**src/rtl/mem_sram_stage.sv**
```systemverilog
// Memory stage: turns a 32-bit LDR/STR from the execute stage into two
// 16-bit accesses on an external asynchronous SRAM, and holds the upstream
// pipeline frozen (ready=0) until both halves are done.
//
// state  | meaning
// -------+--------------------------------------------------------------
// IDLE   | no access in flight; ready=1 unless a request is present
// LOW    | low halfword access (addr LSB=0), held WAIT_CYCLES+1 cycles
// HIGH   | high halfword access (addr LSB=1), held WAIT_CYCLES+1 cycles
// DONE   | one cycle with ready=1; the pipeline advances on this edge
module mem_sram_stage #(
  parameter int ADDR_BASE   = 1024,
  parameter int SRAM_AW     = 18,
  parameter int WAIT_CYCLES = 1
) (
  input  logic               clk,
  input  logic               rst,
  input  logic               mem_r_en,
  input  logic               mem_w_en,
  input  logic [31:0]        alu_result,
  input  logic [31:0]        val_rm,
  output logic [31:0]        read_data,
  output logic               ready,
  output logic [SRAM_AW-1:0] sram_addr,
  output logic [15:0]        sram_dq_out,
  input  logic [15:0]        sram_dq_in,
  output logic               sram_dq_oe,
  output logic               sram_we_n
);

  localparam logic [1:0] S_IDLE = 2'd0;
  localparam logic [1:0] S_LOW  = 2'd1;
  localparam logic [1:0] S_HIGH = 2'd2;
  localparam logic [1:0] S_DONE = 2'd3;

  localparam int            CW       = (WAIT_CYCLES > 0) ? $clog2(WAIT_CYCLES + 1) : 1;
  localparam logic [CW-1:0] CNT_LAST = CW'(WAIT_CYCLES);

  logic [1:0]         state_q, state_d;
  logic [CW-1:0]      cnt_q, cnt_d;
  logic               op_w_q, op_w_d;
  logic [SRAM_AW-2:0] word_q, word_d;
  logic [31:0]        data_q, data_d;
  logic [31:0]        rdata_q, rdata_d;
  logic [SRAM_AW-1:0] addr_q, addr_d;
  logic [15:0]        dq_out_q, dq_out_d;
  logic               oe_q, oe_d;
  logic               we_n_q, we_n_d;

  logic               req;
  logic               cnt_last;
  logic [31:0]        offs;
  logic [SRAM_AW-2:0] word_in;
  logic               unused_offs_bits;

  assign req      = mem_r_en | mem_w_en;
  assign cnt_last = (cnt_q == CNT_LAST);
  // Byte offset from the SRAM window base; wraps modulo 2^32, and only the
  // word bits that fit the SRAM survive (out-of-range addresses alias).
  assign offs             = alu_result - 32'(ADDR_BASE);
  assign word_in          = offs[SRAM_AW:2];
  assign unused_offs_bits = ^{offs[31:SRAM_AW+1], offs[1:0]};

  assign ready       = ((state_q == S_IDLE) && !req) || (state_q == S_DONE);
  assign read_data   = rdata_q;
  assign sram_addr   = addr_q;
  assign sram_dq_out = dq_out_q;
  assign sram_dq_oe  = oe_q;
  assign sram_we_n   = we_n_q;

  // Next-state and registered-output decode; pad outputs are computed one
  // cycle ahead so they are glitch-free registers during each half.
  always_comb begin
    state_d  = state_q;
    cnt_d    = cnt_q;
    op_w_d   = op_w_q;
    word_d   = word_q;
    data_d   = data_q;
    rdata_d  = rdata_q;
    addr_d   = addr_q;
    dq_out_d = dq_out_q;
    oe_d     = oe_q;
    we_n_d   = we_n_q;
    case (state_q)
      S_IDLE: begin
        if (req) begin
          state_d  = S_LOW;
          cnt_d    = '0;
          op_w_d   = mem_w_en;
          word_d   = word_in;
          data_d   = val_rm;
          addr_d   = {word_in, 1'b0};
          dq_out_d = val_rm[15:0];
          oe_d     = mem_w_en;
          we_n_d   = !mem_w_en;
        end
      end
      S_LOW: begin
        if (cnt_last) begin
          state_d  = S_HIGH;
          cnt_d    = '0;
          addr_d   = {word_q, 1'b1};
          dq_out_d = data_q[31:16];
          if (!op_w_q) rdata_d[15:0] = sram_dq_in;
        end else begin
          cnt_d = cnt_q + CW'(1);
        end
      end
      S_HIGH: begin
        if (cnt_last) begin
          state_d = S_DONE;
          cnt_d   = '0;
          oe_d    = 1'b0;
          we_n_d  = 1'b1;
          if (!op_w_q) rdata_d[31:16] = sram_dq_in;
        end else begin
          cnt_d = cnt_q + CW'(1);
        end
      end
      default: begin
        state_d = S_IDLE;
        cnt_d   = '0;
      end
    endcase
  end

  // State and output registers; reset releases the SRAM strobes immediately.
  always_ff @(posedge clk or negedge rst) begin
    if (!rst) begin
      state_q  <= S_IDLE;
      cnt_q    <= '0;
      op_w_q   <= 1'b0;
      word_q   <= '0;
      data_q   <= '0;
      rdata_q  <= '0;
      addr_q   <= '0;
      dq_out_q <= '0;
      oe_q     <= 1'b0;
      we_n_q   <= 1'b1;
    end else begin
      state_q  <= state_d;
      cnt_q    <= cnt_d;
      op_w_q   <= op_w_d;
      word_q   <= word_d;
      data_q   <= data_d;
      rdata_q  <= rdata_d;
      addr_q   <= addr_d;
      dq_out_q <= dq_out_d;
      oe_q     <= oe_d;
      we_n_q   <= we_n_d;
    end
  end

endmodule
```
**config.mk**
```make
export PLATFORM = sky130hd
export DESIGN_NAME = mem_sram_stage
export DESIGN_NICKNAME = d
export VERILOG_FILES = /design/src/rtl/mem_sram_stage.sv
export SDC_FILE = /design/constraint.sdc
export NUM_CORES = 1
export LEC_CHECK = 0
export ABC_AREA = 1
export CELL_PAD_IN_SITES_DETAIL_PLACEMENT = 1
export CELL_PAD_IN_SITES_GLOBAL_PLACEMENT = 2
export CORE_ASPECT_RATIO = 1.2
export CORE_MARGIN = 10
export CORE_UTILIZATION = 28
export DETAILED_ROUTE_END_ITERATION = 7
export PLACE_DENSITY = 0.87
export SYNTH_ARGS = -nofsm -noshare
export SYNTH_HDL_FRONTEND = slang
export SYNTH_SLANG_ARGS = --single-unit
```
**constraint.sdc**
```tcl
create_clock -name clk -period 2.22 [get_ports clk]
set_input_delay 0.333 -clock clk [delete_from_list [all_inputs] [get_ports clk]]
set_output_delay 0.333 -clock clk [all_outputs]
set_load 0.1 [all_outputs]
```
==> results of run 1 <==
==> cell families (layout without fill, tap and decap cells) <==
group,after synthesis,in the layout
xor gates and xnor gates,2,2
AOI/OAI and AO/OA,100,100
other,0,1
and+or+nand+nor,246,246
buffers and inverters,74,211
adders and majority gates,6,6
DFF,105,105
==> routing by layer <==
| metal | global-route usage (%) | vias to the layer above | share of wire, % |
|---|---|---|---|
| met2 | 21.1 | 91 | 49 |
| met1 | 14.2 | 1900 | 41 |
| met4 | 4.51 | 0 | 1.4 |
| met3 | 5.42 | 11 | 9.0 |
| met5 | 0 | - | 0 |
| li1 | - | 1944 | - |
==> area by class of cell <==
| type | instances | area share, % |
|---|---|---|
| well taps | 208 | 4.18 |
| repair buffers | 146 | 20.9 |
| multi-input cells | 354 | 25.3 |
| inverters | 49 | 3.07 |
| diodes | 1 | 0.0401 |
| clock buffers | 10 | 3.67 |
| flip-flops and latches | 105 | 42.2 |
| clock inverters | 6 | 0.703 |
==> registers in the layout, summed over array words and instances (netlist names) <==
name         cells
read_data       32
sram_addr       18
word_q          17
data_q          16
sram_dq_out     16
state_q          2
cnt_last         1
op_w_q           1
sram_dq_oe       1
sram_we_n        1
==> cells in the mapped netlist, types with 2 or more instances <==
| library cell | count |
|---|---|
| nand2_1 | 195 |
| clkbuf_1 | 15 |
| a31oi_1 | 19 |
| buf_6 | 3 |
| o21ai_0 | 74 |
| a21oi_1 | 5 |
| dfrtp_1 | 104 |
| ha_1 | 6 |
| buf_2 | 7 |
| xor2_1 | 2 |
| nand3_1 | 12 |
| inv_1 | 46 |
| nor2_1 | 35 |
==> worst max-delay path by stage <==
stage,endpoint,slack [ns],startpoint,depth (start not counted)
6_report,ready,0.18,state_q[1],5
3_3_place_gp,sram_addr[14],0.35,mem_w_en,8
3_5_place_dp,sram_dq_out[10],0.29,mem_w_en,7
4_1_cts,ready,0.13,state_q[1],5
2_1_floorplan,ready,0.35,state_q[0],4
5_1_grt,ready,0.05,state_q[1],5
==> critical path, cell delays in order (launching register included) <==
cell	delay, ns
dfrtp_1	0.42
inv_1	0.13
ha_1	0.26
nand3_2	0.20
nand2_1	0.16
buf_12	0.19
==> cells in the final DEF (no fill, tap or decap), drive strengths merged <==
master         count
a21oi              5
a31oi             19
buf               79
clkbuf            10
clkdlybuf4s50     67
clkinv             1
clkinvlp           4
dfrtp            104
dfstp              1
diode              1
ha                 6
inv               50
nand2            197
nand3             13
nor2              35
nor2b              1
o21ai             75
o31ai              1
xor2               2
==> stage by stage <==
stage / std cells / worst slack (ns) / instance area (um^2)
after floorplan: 533 / 0.355 / 4520
after global placement: 862 / 0.352 / 5960
after detailed placement: 862 / 0.293 / 5960
after CTS: 878 / 0.129 / 6230
after global routing: 878 / 0.0531 / 6230
final: 879 / 0.177 / 6230
==> qor.csv, run 1 <==
stage;metric;value;unit
yosys;async_reset_ff_share;100;%
cells_and_area;seq_area;0.00263;mm^2
timing;hold_violations;0;
detailed_routing;drt-wirelength-per-cell;15.3;um
placement;place.detailed.hpwl;9.96;mm
cells_and_area;multi_input_area;0.00158;mm^2
yosys;synth_fa_ha_area_share;1.66;%
yosys;synth_top_family_by_area;simple AND/OR/NAND/NOR gates;
placement;portBuffers;137;
timing;tightest_slew;0.713;ns
global_route;grt_max_degree;51;
clock_tree;cts_resized;0;
yosys;yosysSeqAreaShare;58.1;%
timing;totalNegativeSetupSlack;0;ns
setup_path;crit_type;reg -> out;
floorplanning;dieArea;0.0217;mm^2
setup_path;start_kind;flip-flop;
clock_tree;clockBufferDepth;2;
clock_tree;clockRootBuffer;clkbuf_16;
yosys;synth_xor_area_share;0.387;%
global_route;grt_overflow;0;
detailed_routing;drtAntennaViolNets;0;
yosys;ys_seq_elements;105;
detailed_routing;dr.first_iter.drc_count;123;
setup_path;critPathMaxFanout;7;
timing;drv_slew;0;
floorplanning;fp.dieH;159;um
yosys;synth_edf_count;0;
setup_path;arrival;1.71;ns
setup_path;rr_worst_depth;8;
cells_and_area;fillCellCount;1880;
placement;gp_congestion;0.750;
global_route;grt_pass1_wl;22.3;mm
yosys;synth.distinct_cells;23;
timing;relSlewSlack;52.5;%
detailed_routing;firstDrtPassIters;4;
timing;rsz0062_at_grt;false;
setup_path;reg2reg_to;sram_dq_out[4];
setup_path;cp-end-kind;output port;
run;max-cap-violations;0;
worst_hold_path;worstHoldPathType;in -> async;
yosys;syn_nets;623;
setup_path;cp.required;1.89;ns
clock_tree;hold_buffers;0;
yosys;syn-cell-area;0.00452;mm^2
cells_and_area;syn_to_final_growth;37.9;%
floorplanning;row_count;50;
yosys;synth_top_area_cell;dfrtp_1;
yosys;postSynthCellCount;533;
setup_path;r2r_start;state_q[1];
detailed_routing;drt_wl_total;13.5;mm
yosys;synth_mux_area_share;0;%
yosys;synth_top_area_share;57.6;%
clock_tree;post_cts_buffers;0;
setup_path;rrSetupSlack;0.32;ns
floorplanning;dieWidth;136;um
floorplanning;ioPinCount;153;
cells_and_area;fin_util;39.7;%
timing;final.period_utilization;92.0;%
floorplanning;start_util;28.8;%
cells_and_area;drive_above_1_share;15.1;%
global_route;antenna_found_initial;1;
clock_tree;clk_latency;0.35;ns
clock_tree;cts_tree;done;
yosys;synth-compound-area-share;11.6;%
detailed_routing;vias_per_cell;4.49;
detailed_routing;vias;3946;
yosys;yosys.area_share.simple;21.2;%
floorplanning;core_area;0.0157;mm^2
clock_tree;clock_sinks;105;
yosys;yosysWarnings;0;
timing;max_freq;0.490;GHz
yosys;synthFlopType;dfrtp_1;
timing;finClkSkew;0.00795;ns
run_status;status;finished, final reports clean;
clock_tree;cts.reportedPaths.clkPinSlew;0.07;ns
clock_tree;cts_made_buffers;9;
global_route;grt_pass1_vias;4364;
timing;setup_viol;0;
timing;hold_slack;0.0328;ns
yosys;synth_area_leaders;dfrtp_1 (58%), nand2_1 (16%), o21ai_0 (8.2%);
global_route;grt_usage;12.7;%
detailed_routing;drc;0;
clock_tree;h-tree-depth;3;
yosys;syn_avg_cell_area;8.48;um^2
cells_and_area;final_nets;755;
timing;min_period;2.04;ns
Power of run 1 is left out: the tool's default activity adds up to more than one toggle a clock period on the data nets, which glitch-free logic cannot reach.
==> run 2, diff against run 1 <==
--- a/config.mk
+++ b/config.mk
@@ -11,3 +11,2 @@
 export CORE_ASPECT_RATIO = 1.2
-export CORE_MARGIN = 10
 export CORE_UTILIZATION = 28
==> constraint.sdc (replaced) <==
create_clock -name clk -period 2.22 [get_ports clk]
set_input_delay 0.222 -clock clk [delete_from_list [all_inputs] [get_ports clk]]
set_output_delay 0.222 -clock clk [all_outputs]
set_load 0.1 [all_outputs]
==> qor.csv, run 2 (synthesis gave the netlist of run 1 again) <==
stage;metric;value;unit;change
timing;relSlewSlack;61.5;%;+9.0 points
setup_path;cp_slowest_cell;dfrtp_1;;
detailed_routing;vias_per_cell;4.48;;-0.29%
detailed_routing;drtAntennaViolNets;0;;unchanged
cells_and_area;final_nets;755;;unchanged
detailed_routing;drt_wl_total;12.5;mm;-7.0%
detailed_routing;vias;3930;;-0.41%
setup_path;rr_worst_depth;8;;unchanged
global_route;antenna_found_initial;0;;-1
timing;drv_slew;0;;unchanged
worst_hold_path;worstHoldPathType;in -> reg;;
cells_and_area;diodes;0;;-1
detailed_routing;drc;0;;unchanged
floorplanning;row_count;50;;unchanged
setup_path;critPathMaxFanout;34;;+27
clock_tree;cts_tree;done;;
global_route;grt_usage;16.1;%;+3.4 points
setup_path;cp-end-kind;flip-flop;;
floorplanning;dieArea;0.0167;mm^2;-23%
timing;finalWorstSetupSlack;0.265;ns;+0.0875 ns
timing;min_period;1.96;ns;-0.0875 ns
clock_tree;cts.reportedPaths.clkPinSlew;0.08;ns;about the same
setup_path;reg2reg_to;sram_dq_out[3];;
placement;place.detailed.hpwl;8.77;mm;-12%
timing;totalNegativeSetupSlack;0;ns;unchanged
placement;pre_cts_slack;0.256;ns;-0.0368 ns
cells_and_area;multi_input_area;0.00158;mm^2;unchanged
cells_and_area;seq_area;0.00263;mm^2;unchanged
setup_path;cp.required;2.48;ns;+0.59 ns
setup_path;start_kind;flip-flop;;
setup_path;arrival;2.21;ns;+0.50 ns
timing;setup_viol;0;;unchanged
clock_tree;clk_latency;0.36;ns;about the same
global_route;grt_pass1_wl;21.3;mm;-4.4%
floorplanning;ioPinCount;153;;unchanged
timing;hold_violations;0;;unchanged
timing;final.period_utilization;88.1;%;-3.9 points
global_route;grt_pass1_vias;4256;;-2.5%
clock_tree;h-tree-depth;3;;unchanged
floorplanning;fp.dieH;141;um;-11%
detailed_routing;firstDrtPassIters;4;;unchanged
setup_path;cp_cell_sequence;inv_1 > ha_1 > nand2_1 > nand2_2 > nand2_4 > inv_4 > nor2_1 > a31oi_1;;
clock_tree;clock_sinks;105;;unchanged
floorplanning;core_area;0.0157;mm^2;unchanged
cells_and_area;fillCellCount;1874;;-0.32%
timing;tightest_slew;0.578;ns;-0.135 ns
floorplanning;start_util;28.8;%;unchanged
cells_and_area;syn_to_final_growth;38.0;%;about the same
clock_tree;cts_resized;0;;unchanged
placement;portBuffers;137;;unchanged
cells_and_area;largest_reg_flops;32;;unchanged
setup_path;startpoint;state_q[1];;
placement;gp_congestion;0.759;;+1.2%
timing;max_freq;0.511;GHz;+4.5%
setup_path;cp-endpoint;sram_dq_out[3];;
detailed_routing;dr.first_iter.drc_count;127;;+3.3%
setup_path;max_stage_delay;0.43;ns;about the same
floorplanning;dieWidth;118;um;-13%
clock_tree;clockBufferDepth;2;;unchanged
global_route;grt_overflow;0;;unchanged
cells_and_area;layout_commonest_cell;nand2_1;;
clock_tree;cts_made_buffers;9;;unchanged
timing;finClkSkew;0.0124;ns;+0.00446 ns
run_status;status;finished, final reports clean;;
setup_path;r2r_start;state_q[1];;
clock_tree;clockRootBuffer;clkbuf_16;;
cells_and_area;drive_above_1_share;15.1;%;unchanged
detailed_routing;drt-wirelength-per-cell;14.3;um;-6.9%
global_route;grt_max_degree;106;;+110%
timing;rsz0062_at_grt;false;;
setup_path;crit_type;reg -> reg;;
cells_and_area;final_cell_mix;nand2_1 (195), dfrtp_1 (104), buf_4 (76), o21ai_0 (74), clkdlybuf4s50_1 (67);;
run;max-cap-violations;0;;unchanged
setup_path;rrSetupSlack;0.26;ns;-0.06 ns
[run 2: cell count changes in the layout (fill, tap and decap cells not counted), sizes merged]
cell         previous run  this run
clkinvlp                4         1
inv                    50        55
buf                    79        78
clkbuf                 10         9
dlygate4sd3             0         1
clkinv                  1         0
diode                   1         0
[run 2: worst min path at each step]
stage,start,to,depth (start not counted)
CTS,val_rm[23],data_q[23],3
finish,val_rm[23],data_q[23],3
floorplan,rst,cnt_last,0
detailed placement,rst,data_q[24],2
global route,val_rm[21],data_q[21],3
global placement,rst,data_q[24],2
[run 2: layout make-up]
cell class                      count  area share, %
Sequential cell                   105           42.1
Multi-Input combinational cell    354           25.3
Timing Repair Buffer              146           20.7
Tap cell                          208           4.17
Clock buffer                        9           3.61
Inverter                           49           3.07
Clock inverter                      7           1.04
[run 2: repair_timing]
action,CTS,global route
hold buffers,1,0
buffers inserted,0,0
hold endpoints to repair,104,0
[run 2: layer usage]
layer	part of all wire (%)	routed length (um)	global-route usage (%)
met3	5.9	737	4.09
met4	1.5	184	6.55
met5	0	0	0
met2	49	6200	27.5
met1	43	5420	19.4
[run 2: worst max-delay path: cells and delay by family (launching register included)]
family / cells / cell delay [ns]
and+or+nand+nor: 4 / 0.46
DFF: 1 / 0.43
buffers and inverters: 2 / 0.43
adders and majority gates: 1 / 0.33
AOI/OAI and AO/OA: 1 / 0.20
[run 2: stage by stage]
step	hold WS (ns)	area [um^2]	cells	utilization (%)
final	0.398	6240	878	39.7
after global routing	0.403	6240	878	39.7
after CTS	0.384	6240	878	39.7
after detailed placement	0.358	5940	861	37.8
after global placement	0.344	5940	861	37.8
after floorplan	-0.0736	4520	533	-
Power of run 2 is left out for the same reason.
==> run 3, diff against run 2 <==
Settings changed: SETUP_SLACK_MARGIN from default to 0.15.
==> qor.csv, run 3 (synthesis gave the netlist of run 1 again) <==
stage;metric;value;unit;change
run_status;status;finished, final reports clean;;
floorplanning;ioPinCount;153;;unchanged
clock_tree;clk_latency;0.36;ns;about the same
placement;place.detailed.hpwl;8.77;mm;unchanged
timing;relSlewSlack;61.5;%;about the same
setup_path;crit_type;reg -> out;;
floorplanning;dieWidth;118;um;unchanged
setup_path;cp-end-kind;output port;;
detailed_routing;drt-met1-wl;5.43;mm;about the same
clock_tree;h-tree-depth;3;;unchanged
timing;max_freq;0.528;GHz;+3.3%
global_route;grt_max_degree;106;;unchanged
detailed_routing;vias;3925;;-0.13%
cells_and_area;drive_above_1_share;15.2;%;+0.15 points
cells_and_area;largest_reg_flops;32;;unchanged
clock_tree;cts_tree;done;;
floorplanning;core_area;0.0157;mm^2;unchanged
cells_and_area;final_nets;755;;unchanged
floorplanning;row_count;50;;unchanged
detailed_routing;wl_met2;6.20;mm;about the same
setup_path;start_kind;flip-flop;;
floorplanning;start_util;28.8;%;unchanged
run;max-cap-violations;0;;unchanged
setup_path;reg2reg_to;sram_dq_out[3];;
detailed_routing;dr.first_iter.drc_count;127;;unchanged
cells_and_area;final_cell_mix;nand2_1 (195), dfrtp_1 (104), buf_4 (76), o21ai_0 (74), clkdlybuf4s50_1 (67);;
detailed_routing;vias_per_cell;4.47;;-0.13%
clock_tree;cts.reportedPaths.clkPinSlew;0.08;ns;about the same
detailed_routing;drc;0;;unchanged
detailed_routing;drt-wirelength-per-cell;14.3;um;about the same
timing;totalNegativeSetupSlack;0;ns;unchanged
clock_tree;cts_made_buffers;9;;unchanged
placement;portBuffers;137;;unchanged
detailed_routing;drtAntennaViolNets;0;;unchanged
timing;hold_violations;0;;unchanged
timing;tightest_slew;0.577;ns;-0.000413 ns
setup_path;rrSetupSlack;0.36;ns;+0.10 ns
timing;min_period;1.89;ns;-0.0630 ns
setup_path;cp.required;2.00;ns;-0.48 ns
floorplanning;fp.dieH;141;um;unchanged
cells_and_area;syn_to_final_growth;38.1;%;
floorplanning;dieArea;0.0167;mm^2;unchanged
placement;gp_congestion;0.759;;unchanged
detailed_routing;firstDrtPassIters;4;;unchanged
global_route;grt_usage;16.1;%;unchanged
timing;setup_viol;0;;unchanged
detailed_routing;drt_wl_total;12.5;mm;about the same
clock_tree;clockBufferDepth;2;;unchanged
clock_tree;clockRootBuffer;clkbuf_16;;
detailed_routing;top_layer_used;met4;;
global_route;antenna_found_initial;0;;unchanged
timing;drv_slew;0;;unchanged
global_route;grt_overflow;0;;unchanged
setup_path;critPathMaxFanout;7;;-79%
timing;finClkSkew;0.0125;ns;+0.0000447 ns
timing;rsz0062_at_grt;false;;
setup_path;startpoint;state_q[1];;
setup_path;arrival;1.67;ns;-0.54 ns
setup_path;cp-endpoint;ready;;
timing;final.period_utilization;85.2;%;-2.8 points
setup_path;r2r_start;state_q[1];;
worst_hold_path;worstHoldPathType;in -> reg;;
detailed_routing;wl_met3;734;um;-0.41%
global_route;grt_pass1_wl;21.3;mm;unchanged
clock_tree;clock_sinks;105;;unchanged
setup_path;rr_worst_depth;8;;unchanged
global_route;grt_pass1_vias;4256;;unchanged
cells_and_area;diodes;0;;unchanged
cells_and_area;layout_commonest_cell;nand2_1;;
==> run 3: worst min path at each step <==
stage | slack [ns] | to | depth (start not counted) | from
floorplan | -0.07 | cnt_last | 0 | rst
global placement | 0.34 | data_q[24] | 2 | rst
detailed placement | 0.36 | data_q[24] | 2 | rst
CTS | 0.38 | data_q[23] | 3 | val_rm[23]
global route | 0.40 | data_q[21] | 3 | val_rm[21]
finish | 0.40 | data_q[23] | 3 | val_rm[23]
==> run 3: metrics by stage <==
step | hold slack (ns) | worst slack [ns] | area [um^2] | utilization (%) | std cells
floorplan | -0.0736 | 0.466 | 4520 | - | 533
global placement | 0.344 | 0.411 | 5940 | 37.8 | 861
detailed placement | 0.358 | 0.256 | 5940 | 37.8 | 861
CTS | 0.384 | 0.200 | 6240 | 39.7 | 878
global route | 0.403 | 0.158 | 6250 | 39.8 | 878
finish | 0.398 | 0.328 | 6250 | 39.8 | 878
==> run 3: per-layer routing <==
layer | vias to the layer above | GRT usage (%)
met4 | 0 | 6.55
met3 | 11 | 4.09
met5 | - | 0
met1 | 1880 | 19.4
li1 | 1939 | -
met2 | 95 | 27.5
==> run 3: critical path: stages, from the launching register on <==
cell and delay (ns):
dfrtp_1 0.43, inv_1 0.13, ha_2 0.23, nand3_2 0.18
nand2_1 0.17, buf_12 0.19
==> run 3: layout make-up <==
| type | count | area (um^2) |
|---|---|---|
| Tap cell | 208 | 260 |
| Multi-Input combinational cell | 354 | 1580 |
| Sequential cell | 105 | 2630 |
| Timing Repair Buffer | 146 | 1290 |
| Clock inverter | 7 | 65.1 |
| Fill cell | 1872 | 9460 |
| Clock buffer | 9 | 225 |
| Inverter | 49 | 196 |
==> run 3: repair_timing <==
action,in CTS,in global routing
setup buffers,0,0
hold buffers,1,0
endpoints found under the setup margin,0,10
resized for setup,0,3
hold endpoints to repair,104,0
Power of run 3 is left out for the same reason.
==> variant 1: new RTL, flow settings as in run 2 <==
`SRAM_AW`: 18 -> 9.
--- a/src/rtl/mem_sram_stage.sv
+++ b/src/rtl/mem_sram_stage.sv
@@ -11,5 +11,5 @@
 module mem_sram_stage #(
   parameter int ADDR_BASE   = 1024,
-  parameter int SRAM_AW     = 18,
+  parameter int SRAM_AW     = 9,
   parameter int WAIT_CYCLES = 1
 ) (
Interface: changed (resized sram_addr); port bits go from 153 to 144. The function was not compared with the original's and may differ.
==> variant 1 against run 2 <==
Sequential cell count fell by 18; clock skew fell by 0.0042 ns; setup slack improved by 0.047 ns; final area fell by 14%; synthesized cell count fell by 15%; wire length fell by 16%; area after synthesis fell by 16%; largest cell class unchanged; critical endpoint is now sram_dq_out[6].
Power is left out: the tool's default activity adds up to more than one toggle a clock period on the data nets, which glitch-free logic cannot reach.
==> variant 1: results (changes against run 2) <==
worst path arrival time - 2.13 ns (was 2.21 ns)
Distinct cells, synth - 19 (was 23)
Final nets - 661 (was 755)
top cells by area, synth - dfrtp_1 (57%), nand2_1 (21%), o21ai_0 (5.1%) (was dfrtp_1 (58%), nand2_1 (16%), o21ai_0 (8.2%))
largest net degree at the start of global routing - 49 (was 106)
setup bufs post-CTS - 0 (unchanged)
final setup skew - 0.00821 ns (was 0.0124 ns)
CTS root buf - clkbuf_16 (unchanged)
routed vias/inst - 4.43 (was 4.48)
register area share after synthesis - 57.3% (was 58.1%)
antenna diode count - 0 (unchanged)
share of flip-flops with an asynchronous set or reset - 100% (unchanged)
Post-Synth Adder-Cell Area - 1.97% (was 1.66%)
post-synthesis xor/xnor area fraction - 0% (was 0.387%)
DR pass1 iterations - 4 (unchanged)
antenna violations before repair - 0 (unchanged)
number of global-route vias before repair - 3595 (was 4256)
status - finished clean (unchanged)
I/O Buffers - 119 (was 137)
CP max-delay cell - nand3_2 (was dfrtp_1)
Filler Cells Inserted - 1609 (was 1874)
compound-cell area share of the yosys netlist - 6.71% (was 11.6%)
clock-pin slew on the worst setup and hold paths - 0.07 ns
post-synth net total - 541 (was 623)
layout cells sized above 1 - 17.2% (was 15.1%)
Post-DP HPWL - 7.54 mm (was 8.77 mm)
top post-synthesis cells by count - nand2_1 (209), dfrtp_1 (86), o21ai_0 (39) (was nand2_1 (195), dfrtp_1 (104), o21ai_0 (74))
slowest stage delay, CP - 0.45 ns (was 0.43 ns)
Hold Path Class - in -> reg (unchanged)
pre-CTS WS - 0.237 ns (was 0.256 ns)
first-pass GRT wire length - 17.4 mm (was 21.3 mm)
gpl congestion - 0.719 (was 0.759)
Yosys warnings - 0 (unchanged)
GRT Util Overall - 16.0% (was 16.1%)
DRT iter0 DRCs - 98 (was 127)
worst-margin pin slew - 0.690 ns (was 0.578 ns)
crit path max fanout - 25 (was 34)
worst skew pair latency - 0.33 ns (was 0.36 ns)
final wirelength - 10.5 mm (was 12.5 mm)
-- variant 1: changes by cell type after synthesis, moves of 3 or more --
cell	change
a31oi_1	-19
buf_2	+3
o21ai_1	+11
nand2_1	+14
inv_1	-15
dfrtp_1	-18
nand3_1	+19
nor2_1	-32
o21ai_0	-35
a21oi_1	-5
clkbuf_1	-8
-- variant 1: metrics by stage --
stage	cell area [um^2]	std cells
detailed placement	5040	727
floorplan	3800	451
global route	5370	744
CTS	5370	744
global placement	5040	727
finish	5370	744
-- variant 1: kinds of logic (layout without fill, tap and decap cells) --
| logic type | after synthesis | count (layout) |
|---|---|---|
| adder cells (fa/ha/maj) | 6 | 6 |
| AO/OA/AOI/OAI | 51 | 51 |
| flip-flops | 87 | 87 |
| buffers and inverters | 56 | 181 |
| AND/OR/NAND/NOR | 251 | 251 |
-- variant 1: cell type report --
type                       instances  area share, %
timing repair buffer             131           21.8
inverter                          34           2.38
tap                              168           3.91
clock buffer                      10           4.45
sequential                        87           40.6
clock inverter                     6           1.56
multi-input combinational        308           25.4
-- variant 1: per-layer routing --
| layer | global-route usage, % | share of wire [%] | vias up |
|---|---|---|---|
| li1 | - | - | 1639 |
| met1 | 17.9 | 41 | 1561 |
| met2 | 28.2 | 51 | 86 |
| met3 | 5.23 | 7.5 | 8 |
| met4 | 6.20 | 1.2 | 0 |
| met5 | 0 | 0 | - |
-- variant 1: path summary, 6_finish.rpt --
path | from | slack (ns) | cells after the start | end
min in group asynchronous | rst | 0.45 | 2 | data_q[19]
hold / removal | val_rm[16] | 0.43 | 3 | data_q[16]
setup reg to reg | state_q[1] | 0.31 | 7 | sram_dq_out[6]
hold reg to reg | data_q[21] | 0.47 | 2 | data_q[21]
max in group asynchronous | rst | 1.12 | 3 | read_data[29]
setup / recovery | state_q[1] | 0.31 | 7 | sram_dq_out[6]
==> variant 2: new RTL, flow settings as in run 2 <==
Without the edit above. Take the reset off `addr_q` and load it in a clocked block of its own.
--- a/src/rtl/mem_sram_stage.sv
+++ b/src/rtl/mem_sram_stage.sv
@@ -134,5 +134,4 @@
       data_q   <= '0;
       rdata_q  <= '0;
-      addr_q   <= '0;
       dq_out_q <= '0;
       oe_q     <= 1'b0;
@@ -145,5 +144,4 @@
       data_q   <= data_d;
       rdata_q  <= rdata_d;
-      addr_q   <= addr_d;
       dq_out_q <= dq_out_d;
       oe_q     <= oe_d;
@@ -152,3 +150,7 @@
   end
 
+  always_ff @(posedge clk) begin
+    addr_q <= addr_d;
+  end
+
 endmodule
Formal check against the unedited RTL: not equivalent (Yosys sat finds a counterexample within 4 cycles, from zero or initial values and one cycle with rst low).
==> variant 2 against run 2 <==
Setup slack improved by 0.030 ns; fmax rose by 1.6%; final area fell by 0.60%; area after synthesis fell by 1.3%; worst hold slack got worse by 0.034 ns; synthesized cell count fell by 9.6%; count of clock-buffer cells in the layout rose by 6; sequential cell count did not move; final cell count fell by 5.4%; non-clock buffer count did not move; wire length fell by 2.3%.
Power is not shown: default switching activity piles up to over one toggle a cycle in this logic, so the estimate is an artifact.
==> variant 2: results (changes against run 2) <==
top cells by area, synth - dfrtp_1 (48%), nand2_1 (15%), edfxtp_1 (12%) (was dfrtp_1 (58%), nand2_1 (16%), o21ai_0 (8.2%))
Filler Cells Inserted - 1779 (was 1874)
register area share after synthesis - 60.9% (was 58.1%)
antenna diode count - 0 (unchanged)
Distinct cells, synth - 29 (was 23)
GRT Util Overall - 15.7% (was 16.1%)
RR Startpoint - state_q[0] (was state_q[1])
I/O Buffers - 137 (unchanged)
largest net degree at the start of global routing - 36 (was 106)
DRT iter0 DRCs - 119 (was 127)
worst skew pair latency - 0.34 ns (was 0.36 ns)
R2R setup slack - 0.33 ns (was 0.26 ns)
post-cts sizing count - 0 (unchanged)
share of flip-flops with an asynchronous set or reset - 82.9% (was 100%)
gpl congestion - 0.759 (unchanged)
Reg2Reg Capture Point - sram_addr[12] (was sram_dq_out[3])
status - finished clean (unchanged)
first-pass GRT wire length - 19.7 mm (was 21.3 mm)
worst path arrival time - 1.70 ns (was 2.21 ns)
final setup skew - 0.00457 ns (was 0.0124 ns)
number of global-route vias before repair - 3952 (was 4256)
number of cells on the worst reg-to-reg path - 5 (was 8)
post-synth net total - 572 (was 623)
worst-margin pin slew - 0.457 ns (was 0.578 ns)
Post-Syn Instances - 482 (was 533)
fin cells - 831 (was 878)
EDFF count, synth - 18 (was 0)
layout cells sized above 1 - 16.7% (was 15.1%)
placed cell count - 814 (was 861)
antenna violations before repair - 0 (unchanged)
Final nets - 708 (was 755)
crit path max fanout - 6 (was 34)
routed vias/inst - 4.38 (was 4.48)
Post-DP HPWL - 8.95 mm (was 8.77 mm)
top post-synthesis cells by count - nand2_1 (180), dfrtp_1 (86), o21ai_0 (65) (was nand2_1 (195), dfrtp_1 (104), o21ai_0 (74))
Hold Path Class - in -> async (was in -> reg)
final wirelength - 12.3 mm (was 12.5 mm)
-- variant 2: changes by cell type in the layout (fill, tap and decap cells not counted), moves of 6 or more --
cell / before / now
nand2_1: 195 / 180
or2_0: 0 / 10
o21ai_0: 74 / 65
nand3_1: 12 / 6
a31oi_1: 19 / 0
nor2_1: 35 / 10
edfxtp_1: 0 / 18
dfrtp_1: 104 / 86
o211ai_1: 0 / 16
-- variant 2: cells by family after synthesis --
kind of cell    after synthesis  share of synthesized area, %
xor+xnor                      3                         0.589
compound gates               86                          10.8
simple gates                217                          19.7
flops                       105                          60.9
fa+ha+maj                     6                          1.68
buf+inv                      65                          6.28
-- variant 2: through the flow --
step | hold WS, ns | util (%) | instance area [um^2] | setup WS, ns
after floorplan | -0.0736 | - | 4460 | 0.468
after global placement | 0.200 | 37.9 | 5900 | 0.280
after detailed placement | 0.206 | 37.9 | 5900 | 0.230
after CTS | 0.374 | 39.8 | 6200 | 0.245
after global routing | 0.396 | 39.8 | 6200 | 0.178
final | 0.363 | 39.8 | 6200 | 0.295
-- variant 2: worst max path at each step --
stage / cells after the start / from / end
2_1_floorplan: 4 / state_q[0] / ready
3_3_place_gp: 5 / mem_w_en / sram_addr[11]
3_5_place_dp: 5 / mem_w_en / sram_addr[11]
4_1_cts: 5 / state_q[0] / ready
5_1_grt: 8 / state_q[1] / sram_dq_out[13]
6_report: 5 / state_q[0] / ready
-- variant 2: final cells by class --
class	instances	area, um^2	share of cell area (%)
Sequential cell	105	2720	43.8
Inverter	44	170	2.74
Multi-Input combinational cell	312	1470	23.8
Clock inverter	1	8.76	0.141
Timing Repair Buffer	146	1290	20.8
Tap cell	208	260	4.20
Clock buffer	15	278	4.48
-- variant 2: metal layers --
| metal | vias to the layer above | share of wire (%) | track usage, % |
|---|---|---|---|
| met5 | - | 0 | 0 |
| met4 | 0 | 1.5 | 5.53 |
| met3 | 11 | 6.6 | 4.67 |
| met2 | 98 | 51 | 27.4 |
| met1 | 1732 | 41 | 18.0 |
| li1 | 1799 | - | - |
-- variant 2: repair_timing --
item,4_1_cts,5_1_grt
hold endpoints to repair,33,0
endpoints found under the setup margin,0,0
hold buffers,1,0
-- variant 2: critical path, cell delays in order, from the launching register on --
cell and delay (ns):
dfrtp_1 0.43, inv_1 0.09, ha_1 0.27, nand2_1 0.24, nand2_1 0.14, buf_12 0.19
